`src/rtl/operand_fetch_if.sv`:
```
// Handshake, writeback and ALU-issue signals between the fetch/decode front end,
// the operand_fetch stage and the downstream 16-bit ALU.
interface operand_fetch_if #(
  parameter int WIDTH = 16
);
  logic             InstrValid;
  logic [15:0]      Instr;
  logic             InstrReady;
  logic             WbEnable;
  logic [3:0]       WbReg;
  logic [WIDTH-1:0] WbData;
  logic [WIDTH-1:0] ReadData1;
  logic [WIDTH-1:0] ReadData2;
  logic [3:0]       Control;
  logic [3:0]       DestReg;
  logic             IssueValid;
  logic             IllegalOp;

  modport master (
    output InstrValid, Instr, WbEnable, WbReg, WbData,
    input  InstrReady, ReadData1, ReadData2, Control, DestReg, IssueValid, IllegalOp
  );

  modport slave (
    input  InstrValid, Instr, WbEnable, WbReg, WbData,
    output InstrReady, ReadData1, ReadData2, Control, DestReg, IssueValid, IllegalOp
  );
endinterface

```
`src/rtl/operand_fetch.sv`:
```
// Operand-fetch stage: decodes opcode to ALU control, reads rs/rt with writeback
// bypass, and stalls RAW/WAW hazards via a per-register pending scoreboard.
module operand_fetch #(
  parameter int NUM_REGS = 16,
  parameter int WIDTH    = 16
) (
  input  logic             clk,
  input  logic             rst_n,
  operand_fetch_if.slave   bus
);

  function automatic logic [4:0] decode_op(input logic [3:0] op);
    case (op)
      4'h0:    return {1'b1, 4'b0000};
      4'h1:    return {1'b1, 4'b0001};
      4'h2:    return {1'b1, 4'b0010};
      4'h3:    return {1'b1, 4'b0110};
      4'h4:    return {1'b1, 4'b0111};
      4'h5:    return {1'b1, 4'b1100};
      default: return 5'b0_0000;
    endcase
  endfunction

  logic [WIDTH-1:0]    regs [NUM_REGS];
  logic [NUM_REGS-1:0] pending;

  logic [3:0]          opcode, dst, rs, rt;
  logic                legal;
  logic [3:0]          ctrl_p0;
  logic                wb_write;
  logic [NUM_REGS-1:0] clr_mask, set_mask, eff_pending;
  logic                hazard, accept, issue, illegal_acc;
  logic [WIDTH-1:0]    rs_data_p0, rt_data_p0;

  logic [WIDTH-1:0]    rs_data_p1, rt_data_p1;
  logic [3:0]          ctrl_p1, dst_p1;
  logic                vld_p1, ill_p1;

  assign opcode = bus.Instr[15:12];
  assign dst    = bus.Instr[11:8];
  assign rs     = bus.Instr[7:4];
  assign rt     = bus.Instr[3:0];

  assign {legal, ctrl_p0} = decode_op(opcode);
  assign wb_write         = bus.WbEnable && (bus.WbReg != 4'd0);

  always_comb begin
    clr_mask    = '0;
    set_mask    = '0;
    rs_data_p0  = '0;
    rt_data_p0  = '0;
    if (wb_write) clr_mask = NUM_REGS'(1) << bus.WbReg;
    // A register being written back this cycle no longer counts as pending.
    eff_pending = pending & ~clr_mask;
    hazard      = legal && (((rs != 4'd0) && eff_pending[rs]) ||
                            ((rt != 4'd0) && eff_pending[rt]) ||
                            ((dst != 4'd0) && eff_pending[dst]));
    accept      = bus.InstrValid && rst_n && !hazard;
    issue       = accept && legal;
    illegal_acc = accept && !legal;
    if (issue && (dst != 4'd0)) set_mask = NUM_REGS'(1) << dst;
    if (rs != 4'd0) rs_data_p0 = (wb_write && bus.WbReg == rs) ? bus.WbData : regs[rs];
    if (rt != 4'd0) rt_data_p0 = (wb_write && bus.WbReg == rt) ? bus.WbData : regs[rt];
  end

  assign bus.InstrReady = rst_n && !hazard;

  always_ff @(posedge clk or negedge rst_n) begin
    if (!rst_n) begin
      for (int i = 0; i < NUM_REGS; i++) regs[i] <= '0;
    end else if (wb_write) begin
      regs[bus.WbReg] <= bus.WbData;
    end
  end

  // Set is applied after clear so a same-cycle set wins.
  always_ff @(posedge clk or negedge rst_n) begin
    if (!rst_n) pending <= '0;
    else        pending <= (pending & ~clr_mask) | set_mask;
  end

  // ---- p0 -> p1: issue register toward the ALU ----
  always_ff @(posedge clk or negedge rst_n) begin
    if (!rst_n) begin
      rs_data_p1 <= '0;
      rt_data_p1 <= '0;
      ctrl_p1    <= '0;
      dst_p1     <= '0;
      vld_p1     <= 1'b0;
      ill_p1     <= 1'b0;
    end else begin
      vld_p1 <= issue;
      ill_p1 <= illegal_acc;
      if (issue) begin
        rs_data_p1 <= rs_data_p0;
        rt_data_p1 <= rt_data_p0;
        ctrl_p1    <= ctrl_p0;
        dst_p1     <= dst;
      end
    end
  end

  assign bus.ReadData1  = rs_data_p1;
  assign bus.ReadData2  = rt_data_p1;
  assign bus.Control    = ctrl_p1;
  assign bus.DestReg    = dst_p1;
  assign bus.IssueValid = vld_p1;
  assign bus.IllegalOp  = ill_p1;

endmodule

```
`src/flat_wrapper.sv`:
```
// flat-port wrapper written by rule: the top's interface ports become plain ports
module operand_fetch_flat 
#(
  parameter int NUM_REGS = 16,
  parameter int WIDTH    = 16
)
  (clk, rst_n, bus_InstrValid, bus_Instr, bus_WbEnable, bus_WbReg, bus_WbData, bus_InstrReady, bus_ReadData1, bus_ReadData2, bus_Control, bus_DestReg, bus_IssueValid, bus_IllegalOp);
  operand_fetch_if #(.WIDTH(WIDTH)) bus_i ();
  input  logic clk;
  input  logic rst_n;
  input wire logic [$bits(bus_i.InstrValid)-1:0] bus_InstrValid;
  input wire logic [$bits(bus_i.Instr)-1:0] bus_Instr;
  input wire logic [$bits(bus_i.WbEnable)-1:0] bus_WbEnable;
  input wire logic [$bits(bus_i.WbReg)-1:0] bus_WbReg;
  input wire logic [$bits(bus_i.WbData)-1:0] bus_WbData;
  output wire logic [$bits(bus_i.InstrReady)-1:0] bus_InstrReady;
  output wire logic [$bits(bus_i.ReadData1)-1:0] bus_ReadData1;
  output wire logic [$bits(bus_i.ReadData2)-1:0] bus_ReadData2;
  output wire logic [$bits(bus_i.Control)-1:0] bus_Control;
  output wire logic [$bits(bus_i.DestReg)-1:0] bus_DestReg;
  output wire logic [$bits(bus_i.IssueValid)-1:0] bus_IssueValid;
  output wire logic [$bits(bus_i.IllegalOp)-1:0] bus_IllegalOp;
  assign bus_i.InstrValid = bus_InstrValid;
  assign bus_i.Instr = bus_Instr;
  assign bus_i.WbEnable = bus_WbEnable;
  assign bus_i.WbReg = bus_WbReg;
  assign bus_i.WbData = bus_WbData;
  assign bus_InstrReady = bus_i.InstrReady;
  assign bus_ReadData1 = bus_i.ReadData1;
  assign bus_ReadData2 = bus_i.ReadData2;
  assign bus_Control = bus_i.Control;
  assign bus_DestReg = bus_i.DestReg;
  assign bus_IssueValid = bus_i.IssueValid;
  assign bus_IllegalOp = bus_i.IllegalOp;
  operand_fetch #(.NUM_REGS(NUM_REGS), .WIDTH(WIDTH)) u_core (.clk(clk), .rst_n(rst_n), .bus(bus_i));
endmodule
```
`config.mk`:
```
export PLATFORM = sky130hd
export DESIGN_NAME = operand_fetch_flat
export DESIGN_NICKNAME = d
export VERILOG_FILES = /design/src/rtl/operand_fetch_if.sv /design/src/rtl/operand_fetch.sv /design/src/flat_wrapper.sv
export SDC_FILE = /design/constraint.sdc
export NUM_CORES = 1
export LEC_CHECK = 0
export CAP_MARGIN = 20
export CORE_MARGIN = 4
export CORE_UTILIZATION = 50
export CTS_CLUSTER_DIAMETER = 40
export DETAILED_ROUTE_END_ITERATION = 12
export PLACE_DENSITY = 0.68
export SKIP_CTS_REPAIR_TIMING = 1
export SLEW_MARGIN = 15
export SYNTH_ARGS = -nofsm -noshare
export SYNTH_HDL_FRONTEND = slang
export SYNTH_SLANG_ARGS = --single-unit
```
`constraint.sdc`:
```
create_clock -name clk -period 7.9 [get_ports clk]
set_clock_uncertainty 0.05 [all_clocks]
set_input_delay 1.58 -clock clk [delete_from_list [all_inputs] [get_ports clk]]
set_output_delay 1.58 -clock clk [all_outputs]
set_load 0.01 [all_outputs]
```
### After elaboration in Yosys (flattened, before gate mapping)

Index checks and enable logic that the tools add are counted.

* order comparisons: 7
* equal/unequal tests: 7
* shift-type cells: 2
* multiplexer cells: 22
* bitwise gates (word level): 6
* reduce and logical (&&, ||, !) cells: 23

Operators with widths (count)
* $bwmux 256: 1
* $mux 16: 11
* $bmux 16 s4: 2
* $demux 16 s4: 1
* $shl 1x4->16 const A: 2
* $pmux 5 s6: 1
* $and 16x16->16: 1
* $not 16->16: 1
* $or 16x16->16: 1
* $reduce_bool 4->1: 4
* $ge 5x5->1 const B: 3
* $lt 4x5->1 const B: 3
* $not 4->5: 3
* $logic_and 1x1->1: 14
* $bmux 1 s4: 3
* $eq 4x2->1 const B: 2
* $eq 4x3->1 const B: 2
* $eq 4x4->1: 2
* $lt 5x1->1 const B: 1
* $eq 4x1->1 const B: 1
* $logic_not 4->1: 1
* $mux 1: 3
* $logic_not 1->1: 2
* $logic_or 1x1->1: 2

* bits in registers: 314
* bits of input ports: 40
* logic and storage cells: 90

### Logic depth before layout (Yosys ltp)

Gate-level depths: netlist of the first run.

* depth after elaboration: 17
* depth in mapped cells: 10

### Worst setup path before layout of the first run

No wires, ideal clock.

* kind: input to output
* from: input bus_WbReg[3]
* to: output bus_InstrReady
* data arrival time: 3.392 ns
* slack: 2.878 ns
* stages on the path: 9
* path buffers: 2
* cells stage by stage: buf_2 or3b_1 buf_2 o211ai_1 a32oi_1 a2111oi_2 o32ai_1 o21ai_0 and2_1

* longest elaborated chain between the ends: 13
* elaborated cells between the ends (all ways): 20
* classes of those cells: 1 x shift; 7 x mux; 2 x bitwise; 10 x reduce/logical

RTL lines
* from (decl): line flat_wrapper.sv:14 `input wire logic [$bits(bus_i.WbReg)-1:0] bus_WbReg;`
* $reduce_bool 4->1: line operand_fetch.sv:45 `assign wb_write = bus.WbEnable && (bus.WbReg != 4'd0);`
* $logic_and 1x1->1: line operand_fetch.sv:45
* $mux 16 *: line operand_fetch.sv:52 `if (wb_write) clr_mask = NUM_REGS'(1) << bus.WbReg;`
* $not 16->16 *: line operand_fetch.sv:54 `eff_pending = pending & ~clr_mask;`
* $and 16x16->16 *: line operand_fetch.sv:54
* $bmux 1 s4, on equally long branches: line operand_fetch.sv:55, operand_fetch.sv:56
* $mux 1, on equally long branches: line operand_fetch.sv:55, operand_fetch.sv:56
* $logic_and 1x1->1, on equally long branches: line operand_fetch.sv:55, operand_fetch.sv:56
* $logic_or 1x1->1: line operand_fetch.sv:55 `hazard = legal && (((rs != 4'd0) && eff_pending[rs]) ||`
* $logic_or 1x1->1 *: line operand_fetch.sv:56 `((rt != 4'd0) && eff_pending[rt]) ||`
* $logic_and 1x1->1 *: line operand_fetch.sv:55
* $logic_not 1->1 *: line operand_fetch.sv:66 `assign bus.InstrReady = rst_n && !hazard;`
* $logic_and 1x1->1 *: line operand_fetch.sv:66
* to (decl): line flat_wrapper.sv:16 `output wire logic [$bits(bus_i.InstrReady)-1:0] bus_InstrReady;`

Mark *: on every way between the ends. The rest lies on a longest branch, timed or not. The select of a mux whose other input is x is not followed.

### Final worst setup path of the first run

* from: input bus_WbReg[0]
* to: output bus_InstrReady

Same word-level chain as after synthesis.

==> out/metrics.csv, run 1 <==
stage,metric,value,unit
yosys,post-synthesis mux area share,42.8,%
setup_path,kind of cell adding the most delay to the critical path,buffers and inverters,
setup_path,reg2reg path depth,7,
setup_path,crit path max fanout,13,
setup_path,Critical Path Max Stage Delay,0.66,ns
min_path,hold depth,0,
yosys,Area contributors post-synth,"dfrtp_1 47%, mux4_2 22%, mux2_2 19%, mux2i_1 2.1%, clkbuf_1 1.8%",
yosys,post-synthesis cell count,1105,
yosys,Synthesized Nets,1145,
timing,Slew @ Worst Pin,1.14,ns
finish,fraction of layout cells with a size suffix above 1,48.2,%
global_routing,vias in the first global route,10800,
timing,minimum clock period,6.52,ns
routing,iteration-0 DRC count of the detailed router,911,
flow_run,Max Cap Violations,0,
yosys,post-synthesis sequential area ratio,47.1,%
placement,IO Port Bufs,82,
timing,slew margin rel.,23.8,%
clock_network,clk sinks,314,
placement,final HPWL from detailed placement,24.5,mm
placement,GPL Wtd Cong,0.886,
clock_network,H-tree depth,2,
placement,placed cell areas,17800,um2
yosys,combinational family with the most area after synthesis,multiplexers,
finish,P&R area growth vs syn,15.7,%
clock_network,Inserted Clock Buffers,44,
die,# IOs,83,
yosys,Synth Cell Area,16700,um2
power_and_ir_drop,Leak,7.83,nW
timing,final max-slew violation count,0,
yosys,synth warn,0,
finish,final instance area,19300,um2
yosys,number of synthesized flops with an enable pin,0,
yosys,xor/xnor share of the synthesized area,0.473,%
timing,final hold slack,0.325,ns
setup_path,CP cell instances,"clkdlybuf4s50_1, nand2_1, o21a_1, mux4_2, a211oi_1, o32ai_1, o21ai_0, and2_1, clkdlybuf4s50_1",
setup_path,WP depth,9,
yosys,simple-gate share of the synthesized area,3.07,%
die,Die W,191,um
global_routing,GR Overflow Total,0,
setup_path,Worst setup EP type,output pin,
min_path,Worst Hold Class,reg -> reg,
setup_path,most frequent CP cell,clkdlybuf4s50_1,
clock_network,CTS tree,yes,
yosys,share of the synthesized area in the top cell type,47.1,%
power_and_ir_drop,Peak supply drop,0.000144,V
setup_path,Worst setup SP type,input pin,
global_routing,initial antenna violation count,0,
routing,DRC Markers,0,
global_routing,largest net degree at the start of global routing,78,
yosys,async set or reset register ratio after synthesis,100,%
clock_network,clk_lat worst skew,0.54,ns
die,die area,36300,um2
setup_path,Crit path buffers/inverters,2,
routing,DRT antenna net count,0,
yosys,ys flop type,dfrtp_1,
placement,placed cells,1547,
global_routing,GRT Overall Usage,23.9,%
routing,number of vias per cell,6.43,
yosys,Synth Area in Adders,0,%
die,die height,191,um
finish,fillers,2583,
routing,Via Count,10500,
routing,final WL,42.8,mm
die,core box area,32700,um2
setup_path,Critical Path RT,6.27,ns
timing,Final Hold Vio Count,0,
routing,first-pass detailed-route iteration total,5,
yosys,dominant cell type by area after synthesis,dfrtp_1,
setup_path,Crit-path slowest cell,clkdlybuf4s50_1,
finish,Layout Cells excl Fill,1625,
timing,crit share post-route,82.5,%
die,row cnt,66,
clock_network,Clock Tree Buf Depth,3,
global_routing,first-pass GRT wire length,66.3,mm
die,Starting Density,51.0,%
run_status,status,finished clean,
timing,maximum operating frequency,153,MHz
timing,total negative slack,0,ns
timing,endpoints failing setup,0,
timing,unrepaired setup endpoints after global routing,no,
power_and_ir_drop,Power Density,278,nW/um2
yosys,syn_area_per_cell,15.1,um2
yosys,"FF+latch count, synth",314,
setup_path,data arrival time of the critical path,4.89,ns
power_and_ir_drop,overall power,5.36,mW
clock_network,Worst-path clk slew,0.05,ns
yosys,Compound-Gate Fraction of Synth Area,3.56,%
clock_network,Root Driver,clkbuf_16,
setup_path,kind of critical path,in -> out,
yosys,Unique masters post-synth,49,
routing,wire length per cell,26.3,um
finish,Total Nets Final,1191,
finish,diode count,0,
==> power by group <==
part	internal [mW]	total [mW]	leakage [nW]	switching [mW]
registers	1.98	2.22	3.93	0.242
clock network	1.17	1.93	0.709	0.759
logic	0.776	1.21	3.19	0.439
==> path summary, 6_finish.rpt <==
path / slack (ns) / from / end
min in group asynchronous: 0.84 / rst_n / u_core.bus.ReadData2[3]
setup / recovery: 1.38 / bus_WbReg[0] / bus_InstrReady
max in group asynchronous: 4.84 / rst_n / u_core.regs[184]
hold reg to reg: 0.33 / u_core.pending[0] / u_core.pending[0]
hold / removal: 0.33 / u_core.pending[0] / u_core.pending[0]
setup reg to reg: 5.12 / u_core.pending[13] / u_core.bus.ReadData1[8]
==> area by class of cell <==
cell class | count | area (um2) | share of cell area, %
Tap cell | 442 | 553 | 2.87
Sequential cell | 314 | 7860 | 40.7
Clock buffer | 52 | 1200 | 6.24
Multi-Input combinational cell | 671 | 8360 | 43.4
Inverter | 9 | 33.8 | 0.175
Clock inverter | 26 | 245 | 1.27
Timing Repair Buffer | 111 | 1030 | 5.33
==> metrics by stage <==
step | setup slack, ns | util (%)
after global placement | 1.45 | 54.5
after global routing | 1.18 | 59.0
after detailed placement | 1.42 | 54.5
after floorplan | 2.88 | -
after CTS | 1.44 | 59.0
final | 1.38 | 59.0
==> synth_stat cells (3+ instances only) <==
master / count
o21ai_0: 10
mux2i_1: 35
o211ai_1: 23
a32o_1: 6
a21boi_0: 5
a21oi_1: 9
buf_2: 11
a211oi_1: 4
nand2_1: 16
a21o_1: 3
buf_6: 4
nor2b_1: 7
clkbuf_1: 80
mux2_2: 275
mux4_2: 162
nand3_1: 3
xnor2_1: 9
nor3_1: 4
nor3b_1: 3
dfrtp_1: 314
nor4_1: 4
a31o_2: 5
mux2_1: 3
nand2b_1: 3
buf_1: 15
inv_1: 9
nor2_1: 52
==> per-layer routing <==
metal,share of wire (%),vias up,GRT usage [%]
met5,0,-,0
met1,42,5561,33.6
li1,-,4348,-
met3,6.9,93,4.72
met2,48,448,38.5
met4,2.7,0,6.91
==> cells by family after synthesis <==
logic type / count (synthesis)
compound gates: 80
xor+xnor: 9
buf+inv: 120
flops: 314
mux: 475
simple gates: 107
==> state kept, by name (all words and copies together), names as in the netlist <==
| register | flops |
|---|---|
| u_core.bus.ReadData1 | 16 |
| u_core.bus.Control | 4 |
| u_core.bus.DestReg | 4 |
| u_core.pending | 16 |
| u_core.bus.IssueValid | 1 |
| u_core.bus.IllegalOp | 1 |
| u_core.regs | 256 |
| u_core.bus.ReadData2 | 16 |
==> cells in the final DEF (no fill, tap or decap), drive strengths merged, types with 10 or more instances in the layout <==
cell	count
mux2	278
clkbuf	52
nand2	16
buf	35
o21ai	10
clkdlybuf4s50	76
o211ai	23
dfrtp	314
mux4	162
mux2i	35
inv	17
nor2	52
clkinv	12
Power figures use the tool's default switching activity.
==> run 2: changes to the inputs <==
Settings changed: PLACE_DENSITY 0.68 to 0.71.
Clock period 7.9 ns to 5.5 ns, I/O delays scaled along.
==> run 2 against run 1 <==
Routed wire length rose by 2.5%; via count rose by 0.20%; worst hold slack improved by 0.016 ns.
==> out/metrics.csv, run 2 (synthesis results as in run 1) <==
stage,metric,value,unit,change
clock_network,Inserted Clock Buffers,42,,-4.5%
setup_path,Critical Path RT,4.35,ns,-1.92 ns
timing,endpoints failing setup,0,,unchanged
setup_path,kind of critical path,in -> out,,
finish,most flop-heavy register,u_core.regs,,
routing,iteration-0 DRC count of the detailed router,846,,-7.1%
power_and_ir_drop,Peak supply drop,0.000240,V,+66%
die,die area,36300,um2,unchanged
finish,"most common cell after layout, fill and taps aside",dfrtp_1,,
routing,wire length per cell,26.7,um,+1.5%
setup_path,crit path to,bus_InstrReady,,
global_routing,initial antenna violation count,1,,+1
finish,utilization after layout,59.5,%,+0.51 points
timing,crit share post-route,94.4,%,
finish,Largest register FFs,256,,unchanged
global_routing,GRT Overall Usage,24.5,%,+0.61 points
clock_network,Clock Tree Buf Depth,3,,unchanged
global_routing,first-pass GRT wire length,68.1,mm,+2.7%
setup_path,Worst setup EP type,output pin,,
timing,Final Hold Vio Count,0,,unchanged
setup_path,reg2reg end,u_core.bus.ReadData1[9],,
finish,most frequent cells in the layout,"314 x dfrtp_1, 275 x mux2_2, 162 x mux4_2",,
die,die height,191,um,unchanged
clock_network,H-tree depth,2,,unchanged
die,Die W,191,um,unchanged
routing,DRT antenna net count,0,,unchanged
placement,IO Port Bufs,82,,unchanged
routing,Via Count,10500,,+0.20%
die,row cnt,66,,unchanged
routing,first-pass detailed-route iteration total,5,,unchanged
global_routing,vias in the first global route,11100,,+3.1%
setup_path,Setup crit start,bus_WbReg[1],,
clock_network,clk_lat worst skew,0.54,ns,about the same
clock_network,Worst-path clk slew,0.05,ns,about the same
routing,final WL,43.9,mm,+2.5%
flow_run,Max Cap Violations,0,,unchanged
timing,slew margin rel.,30.7,%,+6.9 points
die,Starting Density,51.0,%,unchanged
power_and_ir_drop,Leak,7.93,nW,+1.2%
finish,P&R area growth vs syn,16.7,%,
global_routing,largest net degree at the start of global routing,172,,+120%
clock_network,CTS tree,yes,,
finish,Total Nets Final,1207,,+1.3%
die,core box area,32700,um2,unchanged
clock_network,clk sinks,314,,unchanged
placement,GPL Wtd Cong,0.863,,-2.6%
timing,Slew @ Worst Pin,1.03,ns,-0.111 ns
setup_path,crit path max fanout,8,,-5
finish,diode count,0,,unchanged
run_status,status,finished clean,,
placement,final HPWL from detailed placement,26.0,mm,+5.8%
setup_path,reg2reg start,u_core.pending[13],,
timing,minimum clock period,5.19,ns,
timing,total negative slack,0,ns,unchanged
min_path,Worst Hold Class,reg -> reg,,
timing,maximum operating frequency,193,MHz,
routing,number of vias per cell,6.38,,-0.84%
routing,DRC Markers,0,,unchanged
die,# IOs,83,,unchanged
power_and_ir_drop,Power Density,401,nW/um2,+44%
setup_path,R2R setup slack,2.75,ns,-2.37 ns
setup_path,data arrival time of the critical path,4.04,ns,-0.85 ns
finish,fraction of layout cells with a size suffix above 1,48.7,%,+0.48 points
timing,final max-slew violation count,0,,unchanged
global_routing,GR Overflow Total,0,,unchanged
clock_network,Root Driver,clkbuf_16,,
setup_path,reg2reg path depth,7,,unchanged
timing,unrepaired setup endpoints after global routing,no,,
setup_path,Worst setup SP type,input pin,,
[run 2: worst min path at each step]
stage / startpoint / to / slack [ns] / depth (start not counted)
after floorplan: u_core.pending[0] / u_core.pending[0] / 0.38 / 1
after global placement: u_core.pending[0] / u_core.pending[0] / 0.32 / 0
after detailed placement: u_core.pending[0] / u_core.pending[0] / 0.33 / 0
after CTS: rst_n / u_core.bus.ReadData1[2] / 0.33 / 1
after global routing: rst_n / u_core.bus.ReadData1[2] / 0.34 / 1
final: u_core.pending[0] / u_core.pending[0] / 0.34 / 0
[run 2: worst max-delay path: stages]
cell	delay, ns
clkdlybuf4s50_1	0.47
buf_4	0.16
nor2b_1	0.27
a21boi_0	0.19
mux4_2	0.50
a211oi_1	0.28
o32ai_1	0.21
o21ai_0	0.19
and2_1	0.14
clkdlybuf4s50_1	0.53
[run 2: stage by stage]
stage,power (mW),instance area (um2),setup slack [ns],hold WS [ns],std cells
floorplan,4.34,16700,1.44,0.379,1105
global placement,4.91,18000,0.234,0.319,1562
detailed placement,4.99,18000,0.223,0.329,1562
CTS,7.85,19400,0.232,0.334,1639
global route,8.15,19500,0.0281,0.339,1642
finish,7.80,19500,0.310,0.341,1642
[run 2: power breakdown]
group	leakage, nW	switching (mW)	total [mW]	internal [mW]
clock network	0.716	1.06	2.84	1.78
logic	3.28	0.641	1.76	1.12
registers	3.93	0.360	3.20	2.84
total	7.93	2.06	7.80	5.74
[run 2: final cells by class]
class	count	area [um2]
clock buffers	57	1200
well taps	442	553
clock inverters	20	268
flip-flops and latches	314	7860
fillers	2522	13200
inverters	9	33.8
repair buffers	129	1180
multi-input cells	671	8370
[run 2: metal layers]
metal	vias to the layer above	global-route usage, %	share of wire (%)
met1	5627	34.2	42
met2	365	40.1	49
li1	4398	-	-
met3	79	4.69	6.7
met4	2	6.69	2.6
met5	-	0	0.030
==> run 3: changes to the inputs <==
Settings changed: CTS_CLUSTER_SIZE set to 25.
==> run 3 against run 2 <==
Final area fell by 0.11%; utilization down 0.065 points; total power fell by 0.93%; routed wire length decreased by 1.0%; sequential share of layout area barely moved; worst hold slack lost 0.0033 ns; clock power decreased by 2%; final cell count unchanged; flip-flop and latch count is the same; global-route usage is 0.16 points lower; die area unchanged; largest power group unchanged.
==> out/metrics.csv, run 3 (synthesis results as in run 1) <==
stage,metric,value,unit,change
timing,fin worst setup slack,0.306,ns,-0.00364 ns
finish,most frequent cells in the layout,"314 x dfrtp_1, 275 x mux2_2, 162 x mux4_2",,
global_routing,GRT Overall Usage,24.4,%,-0.16 points
placement,IO Port Bufs,82,,unchanged
timing,maximum operating frequency,193,MHz,about the same
timing,unrepaired setup endpoints after global routing,no,,
routing,number of vias per cell,6.31,,-1.1%
placement,final HPWL from detailed placement,26.0,mm,unchanged
clock_network,Inserted Clock Buffers,42,,unchanged
power_and_ir_drop,switching share of power,26.5,%,+0.13 points
setup_path,Critical Path RT,4.35,ns,about the same
finish,fraction of layout cells with a size suffix above 1,48.8,%,+0.083 points
routing,DRC Markers,0,,unchanged
placement,GPL Wtd Cong,0.863,,unchanged
finish,P&R area growth vs syn,16.6,%,
die,row cnt,66,,unchanged
timing,minimum clock period,5.19,ns,+0.00364 ns
setup_path,CP cell instances,"clkdlybuf4s50_1, buf_4, nor2b_1, a21boi_0, mux4_2, a211oi_1, o32ai_1, o21ai_0, and2_1, clkdlybuf4s50_1",,
global_routing,initial antenna violation count,1,,unchanged
setup_path,Worst setup SP type,input pin,,
clock_network,H-tree depth,2,,unchanged
power_and_ir_drop,Logic pwr share,22.8,%,+0.2 points
setup_path,kind of cell adding the most delay to the critical path,buffers and inverters,,
clock_network,clk_lat worst skew,0.54,ns,about the same
setup_path,Worst setup EP type,output pin,,
routing,final WL,43.4,mm,-1.0%
min_path,Worst Hold Class,in -> async,,
clock_network,clk sinks,314,,unchanged
finish,"most common cell after layout, fill and taps aside",dfrtp_1,,
timing,final max-slew violation count,0,,unchanged
setup_path,kind of critical path,in -> out,,
setup_path,crit path max fanout,8,,unchanged
timing,slew margin rel.,29.7,%,-1.0 points
setup_path,Critical Path Max Stage Delay,0.53,ns,about the same
finish,most flop-heavy register,u_core.regs,,
die,Die W,191,um,unchanged
power_and_ir_drop,net switching power,2.05,mW,-0.43%
die,die height,191,um,unchanged
power_and_ir_drop,Power Density,398,nW/um2,-0.82%
die,# IOs,83,,unchanged
clock_network,CTS tree,yes,,
power_and_ir_drop,Leak,7.92,nW,about the same
finish,Largest register FFs,256,,unchanged
run_status,status,finished clean,,
power_and_ir_drop,Peak supply drop,0.000211,V,-12%
global_routing,first-pass GRT wire length,67.5,mm,-0.91%
routing,DRT antenna net count,0,,unchanged
clock_network,Worst-path clk slew,0.05,ns,about the same
global_routing,vias in the first global route,11100,,-0.35%
clock_network,Clock Tree Buf Depth,3,,unchanged
die,die area,36300,um2,unchanged
timing,Final Hold Vio Count,0,,unchanged
power_and_ir_drop,Flop pwr share,41.3,%,+0.3 points
die,core box area,32700,um2,unchanged
global_routing,GR Overflow Total,0,,unchanged
timing,crit share post-route,94.4,%,about the same
placement,pre-CTS setup slack,0.223,ns,unchanged
power_and_ir_drop,Int Pwr,5.68,mW,-1.1%
global_routing,largest net degree at the start of global routing,172,,unchanged
flow_run,Max Cap Violations,0,,unchanged
routing,wire length per cell,26.4,um,-1.0%
routing,iteration-0 DRC count of the detailed router,832,,-1.7%
clock_network,Root Driver,clkbuf_16,,
timing,Slew @ Worst Pin,1.05,ns,+0.0149 ns
timing,endpoints failing setup,0,,unchanged
die,Starting Density,51.0,%,unchanged
finish,diode count,0,,unchanged
finish,utilization after layout,59.4,%,-0.065 points
power_and_ir_drop,overall power,7.73,mW,-0.93%
timing,total negative slack,0,ns,unchanged
power_and_ir_drop,Clock Power Share,35.9,%,-0.5 points
setup_path,Crit path buffers/inverters,3,,unchanged
routing,first-pass detailed-route iteration total,4,,-1
finish,Total Nets Final,1207,,unchanged
setup_path,Crit-path slowest cell,clkdlybuf4s50_1,,
routing,Via Count,10400,,-1.1%
setup_path,most frequent CP cell,clkdlybuf4s50_1,,
setup_path,data arrival time of the critical path,4.04,ns,about the same
run 3: changes by cell type in the layout (fill, tap and decap cells not counted):
cell       before  now
inv_6           9    5
clkinv_4        1    3
clkbuf_1        7    6
clkinv_2        3    6
bufinv_16       5    3
clkbuf_16      43   45
clkbuf_8        7    5
inv_8           0    2
run 3: final cells by class:
cell class / count / area [um2]
Fill cell: 2536 / 13300
Multi-Input combinational cell: 671 / 8370
Sequential cell: 314 / 7860
Clock buffer: 56 / 1220
Timing Repair Buffer: 129 / 1180
Tap cell: 442 / 553
Clock inverter: 21 / 228
Inverter: 9 / 33.8
run 3: path summary, 6_finish.rpt:
check,endpoint,cells after the start,slack (ns),from
setup / recovery,bus_InstrReady,10,0.31,bus_WbReg[1]
hold / removal,u_core.bus.ReadData1[2],1,0.34,rst_n
setup reg to reg,u_core.bus.ReadData1[9],7,2.75,u_core.pending[13]
hold reg to reg,u_core.pending[0],0,0.34,u_core.pending[0]
max in group asynchronous,u_core.pending[2],3,3.14,rst_n
min in group clk,u_core.pending[0],0,0.34,u_core.pending[0]
run 3: power groups by stage:
stage          logic [mW]  clock network [mW]  registers [mW]
6_report             1.76                2.77            3.19
5_1_grt              1.89                2.93            3.26
4_1_cts              1.78                2.82            3.19
3_5_place_dp         1.77                   0            3.22
3_3_place_gp         1.73                   0            3.18
2_1_floorplan        1.17                   0            3.16
run 3: metal layers:
layer | wire length, um | share of wire (%) | global-route usage, %
met2 | 21100 | 49 | 39.6
met5 | 13 | 0.030 | 0
met1 | 18300 | 42 | 33.6
met4 | 1230 | 2.8 | 7.18
met3 | 2730 | 6.3 | 5.07
run 3: per-stage QoR:
step | area, um2 | hold slack, ns | cells
2_1_floorplan | 16700 | 0.379 | 1105
3_3_place_gp | 18000 | 0.319 | 1562
3_5_place_dp | 18000 | 0.329 | 1562
4_1_cts | 19400 | 0.322 | 1639
5_1_grt | 19400 | 0.328 | 1642
6_report | 19400 | 0.337 | 1642
